## src/rtl/stream_burst_arbiter.sv

```systemverilog
// Round-robin burst arbiter: shares one upstream valid/ready stream between two
// consumers, holding each grant until the requested number of elements has moved.
module stream_burst_arbiter #(
  parameter int N  = 8,
  parameter int CW = 4
) (
  input  logic          clk,
  input  logic          nrst,
  input  logic [N-1:0]  s_in,
  input  logic          s_in_valid,
  output logic          s_in_ready,
  input  logic          req0_valid,
  input  logic [CW-1:0] req0_count,
  output logic          req0_ready,
  output logic [N-1:0]  d0,
  output logic          d0_valid,
  input  logic          d0_ready,
  output logic          done0,
  input  logic          req1_valid,
  input  logic [CW-1:0] req1_count,
  output logic          req1_ready,
  output logic [N-1:0]  d1,
  output logic          d1_valid,
  input  logic          d1_ready,
  output logic          done1,
  output logic          busy,
  output logic          grant
);

  localparam logic ST_IDLE  = 1'b0;
  localparam logic ST_BURST = 1'b1;

  logic          state;
  logic [CW-1:0] remaining;
  logic          grant_q;
  logic          last_q;
  logic          done0_q;
  logic          done1_q;

  logic          in_idle;
  logic          in_burst;
  logic          sel;
  logic [CW-1:0] sel_count;
  logic          accept;
  logic          xfer;

  assign in_idle  = (state == ST_IDLE);
  assign in_burst = (state == ST_BURST);

  // On a tie the consumer that did not own the previous burst wins.
  assign sel       = (req0_valid & req1_valid) ? ~last_q : req1_valid;
  assign sel_count = sel ? req1_count : req0_count;

  // Gated by nrst so no handshake is offered while reset is held.
  assign accept     = in_idle & (req0_valid | req1_valid) & nrst;
  assign req0_ready = accept & ~sel;
  assign req1_ready = accept & sel;

  assign d0_valid   = in_burst & ~grant_q & s_in_valid;
  assign d1_valid   = in_burst &  grant_q & s_in_valid;
  assign d0         = (in_burst & ~grant_q) ? s_in : '0;
  assign d1         = (in_burst &  grant_q) ? s_in : '0;
  assign s_in_ready = in_burst & (grant_q ? d1_ready : d0_ready);
  assign xfer       = s_in_valid & s_in_ready;

  assign busy  = in_burst;
  assign grant = grant_q;
  assign done0 = done0_q;
  assign done1 = done1_q;

  // NOTE: sequential state uses non-blocking assignments so every register
  // samples the pre-edge values, independent of statement order.
  always_ff @(posedge clk or negedge nrst) begin
    if (!nrst) begin
      state     <= ST_IDLE;
      remaining <= '0;
      grant_q   <= 1'b0;
      last_q    <= 1'b1;
      done0_q   <= 1'b0;
      done1_q   <= 1'b0;
    end else begin
      done0_q <= 1'b0;
      done1_q <= 1'b0;
      case (state)
        ST_IDLE: begin
          if (accept) begin
            if (sel_count != '0) begin
              state     <= ST_BURST;
              grant_q   <= sel;
              remaining <= sel_count;
            end else begin
              // Zero-length burst: acknowledge only, arbitration history untouched.
              done0_q <= ~sel;
              done1_q <= sel;
            end
          end
        end
        default: begin
          if (xfer) begin
            remaining <= remaining - 1'b1;
            if (remaining == CW'(1)) begin
              state   <= ST_IDLE;
              last_q  <= grant_q;
              done0_q <= ~grant_q;
              done1_q <= grant_q;
            end
          end
        end
      endcase
    end
  end

endmodule

```

## config.mk

```make
export PLATFORM = sky130hd
export DESIGN_NAME = stream_burst_arbiter
export DESIGN_NICKNAME = d
export VERILOG_FILES = /design/src/rtl/stream_burst_arbiter.sv
export SDC_FILE = /design/constraint.sdc
export NUM_CORES = 1
export LEC_CHECK = 0
export CORE_MARGIN = 2
export CORE_UTILIZATION = 37
export CTS_CLUSTER_SIZE = 24
export DETAILED_ROUTE_END_ITERATION = 6
export GPL_ROUTABILITY_DRIVEN = 0
export GPL_TIMING_DRIVEN = 0
export PLACE_DENSITY_LB_ADDON = 0.08
export SLEW_MARGIN = 25
export SYNTH_ARGS = -nofsm -noshare
export SYNTH_HDL_FRONTEND = slang
export SYNTH_SLANG_ARGS = --single-unit
```

## constraint.sdc

```tcl
create_clock -name clk -period 2.1 [get_ports clk]
set_input_delay 0.42 -clock clk [delete_from_list [all_inputs] [get_ports clk]]
set_output_delay 0.42 -clock clk [all_outputs]
set_load 0.01 [all_outputs]
```

==> results by group <==
Outcome
  – Status: finished, final reports clean

Clock tree
  – H-tree depth: 1
  – Worst-Skew Late Latency: 0.26 ns
  – CTS tree: done
  – Clock buffer depth: 2
  – Clock sinks: 9
  – Hold_buf cts: 0
  – CTS Buf Count: 3
  – Reg clk slew, reported paths: 0.06 ns
  – CTS root buf: clkbuf_4

Drt
  – Final Routed Wirelength: 2.639 mm
  – Drt pass-1 iters: 4
  – Initial DRC Count: 38
  – Via count: 923
  – Detail Route Antenna Nets: 0
  – DR WL/cell: 15.08 um
  – Residual DRC: 0
  – Via/cell ratio: 5.274

Timing
  – Final period util: 0.9767
  – Setup Viol. Count Final: 0
  – Fmax: 487.5 MHz
  – Clock Skews: 0.004756 ns
  – Worst-margin pin slew: 0.3857 ns
  – Slew Viols, Final: 0
  – Hold Vio Cnt, Final: 0
  – Slew HR: 0.7409
  – Post-route minimum period: 2.051 ns

Critical path
  – Slowest cell on the critical path: clkdlybuf4s50_1
  – Worst Setup EP: d0[7]
  – Reg-to-reg setup timing slack: 0.39 ns
  – Crit-path max cell delay: 0.53 ns
  – Critical Path Start: busy
  – R2r endpoint: remaining[0]
  – Worst-path maximum fanout: 11
  – Crit start category: flip-flop
  – RR Startpoint: last_q
  – Critical-path cell list: buf_6, nor2b_4, and2_1, clkdlybuf4s50_1
  – Worst Path Required: 1.68 ns
  – Crit end category: output port
  – FF-to-FF path depth: 5
  – Crit path arrival time: 1.63 ns
  – Crit Path Class: reg -> out

Logic synthesis
  – Syn nets: 117
  – Top FF cell, synth: dfrtp_1
  – Post-Synthesis Cells: 92
  – Syn. warnings: 0
  – Syn avg cell area: 8.786 um2
  – Synth cell types: 35
  – Syn Std Cell Area: 808.3 um2
  – Post-synth EDFFs: 0
  – Number of synthesized register bits: 9
  – Post-synth ARST share: 1.000
  – Sequential area share after synthesis: 0.2802

Finish
  – Finished Layout Cells: 175
  – Final #Nets: 174
  – Antenna Cells: 0
  – Share of cells above drive strength 1: 0.2027
  – Multi-input gate area: 575.6 um2
  – Register area: 227.7 um2
  – Most frequent cells in the layout: clkdlybuf4s50_1 (25), dlymetal6s2s_1 (13), and3_1 (10), and2_1 (10), dfrtp_1 (7)
  – Filler cell count in the final layout: 149
  – Commonest non-fill, non-tap cell in the layout: clkdlybuf4s50_1
  – Syn-to-layout area delta: 80.03%

Floorplanning
  – I/O pins: 48
  – Die Y: 50.74 um
  – Initial Util: 0.4037
  – Die area: 2575 um2
  – Row cnt: 16
  – Die X: 50.74 um
  – Core ar.: 2002 um2

Global route
  – First-pass GRT wire length: 4.112 mm
  – Largest net degree at the start of global routing: 12
  – Vias in the first global route: 939
  – Gr ovfl total: 0
  – Initial antenna violation count: 0
  – GRT Resource Usage Total: 0.2094

Power
  – Pwr dens: 984.9 nW/um2
  – P_int: 868.0 uW
  – Post-layout total power: 1.433 mW
  – Seq pwr share: 0.209
  – Max VDD drop: 0.5656 mV
  – Leak: 0.8135 nW
  – Logic pwr share: 0.700
  – Sw Ratio: 0.3944
  – Sw power: 565.2 uW
  – Clk network pwr share: 0.091

Placed design
  – Placed Cells: 166
  – PortBufs: 47
  – Dpl hpwl: 1.882 mm

Hold path
  – Hold Path Class: in -> async

Job
  – MaxCap Viol Count: 0
[worst min path at each step]
stage                      start           end  slack (ns)  depth (start not counted)
finish                      nrst         done0        0.01                          1
global route                nrst         done1       0.008                          1
CTS                         nrst         done0        0.11                          1
detailed placement  remaining[1]  remaining[1]        0.57                          2
global placement    remaining[1]  remaining[1]        0.57                          2
floorplan                   nrst          busy        0.12                          0
[power by group through the flow]
| stage | Combinational (mW) | Sequential (mW) | Clock (mW) |
|---|---|---|---|
| floorplan | 0.459 | 0.287 | 0 |
| global placement | 0.854 | 0.285 | 0 |
| detailed placement | 0.871 | 0.285 | 0 |
| CTS | 0.924 | 0.302 | 0.135 |
| global route | 1.09 | 0.310 | 0.148 |
| finish | 1.00 | 0.299 | 0.130 |
[critical path: cells and delay by family, from the launching register on]
family,cells,cell delay (ns)
simple gates,2,0.31
flops,1,0.38
buf+inv,2,0.69
[layer usage]
| metal | wire [um] | vias to the layer above | track usage |
|---|---|---|---|
| li1 | - | 445 | - |
| met1 | 1142 | 447 | 0.2592 |
| met2 | 1377 | 31 | 0.3596 |
| met3 | 119 | 0 | 0.04762 |
| met4 | 0 | 0 | 0.06306 |
| met5 | 0 | - | 0 |
[registers in the layout, summed over array words and instances, names as in the netlist]
name       count
grant          1
last_q         1
remaining      4
busy           1
done0          1
done1          1
[cells in the mapped netlist, types with 2 or more instances]
cell type   n  share of area
inv_1       5          0.023
o32ai_1     2          0.022
nor4_4      2          0.053
dfrtp_1     8           0.25
and3_1     10          0.077
nor2b_1     2          0.015
o21ai_0     5          0.031
nand3_1     2          0.012
and2_1     10          0.077
nand2_1     5          0.023
ha_1        2          0.031
nor4_1      3          0.023
mux2i_1     3          0.037
mux2_2      3          0.042
nor2_1      6          0.028
nor3_1      3          0.019
clkbuf_1    2         0.0093
or3_1       2          0.015
[repair_timing]
item	4_1_cts	5_1_grt
buffers inserted	1	3
endpoints found under the setup margin	21	15
gates cloned	1	0
resized for setup	27	19
[cells by family after synthesis]
group,count (synthesis),share of synthesized area
and+or+nand+nor,50,0.3901
AOI/OAI and AO/OA,15,0.1393
buffers and inverters,9,0.05263
DFF,9,0.2802
muxes,7,0.1068
adders and majority gates,2,0.03095
[through the flow]
stage / instance area [um2] / hold WS, ns / TNS (ns) / setup WS (ns) / util
4_1_cts: 1388 / 0.1126 / 0 / 0.0006070 / 0.6931
2_1_floorplan: 808.3 / 0.1244 / 0 / 0.5261 / -
5_1_grt: 1455 / 0.008040 / -0.01534 / -0.01534 / 0.7269
3_5_place_dp: 1313 / 0.5732 / -2.721 / -0.7466 / 0.6556
3_3_place_gp: 1313 / 0.5732 / -2.473 / -0.7382 / 0.6556
6_report: 1455 / 0.01225 / 0 / 0.04890 / 0.7269
[cell type report]
| class | instances | area share |
|---|---|---|
| Multi-Input combinational cell | 75 | 0.3955 |
| Buffer | 4 | 0.02580 |
| Sequential cell | 9 | 0.1565 |
| Inverter | 5 | 0.01290 |
| Timing Repair Buffer | 51 | 0.3680 |
| Tap cell | 27 | 0.02322 |
| Clock buffer | 4 | 0.01806 |
(Power assumes the default switching activity.)
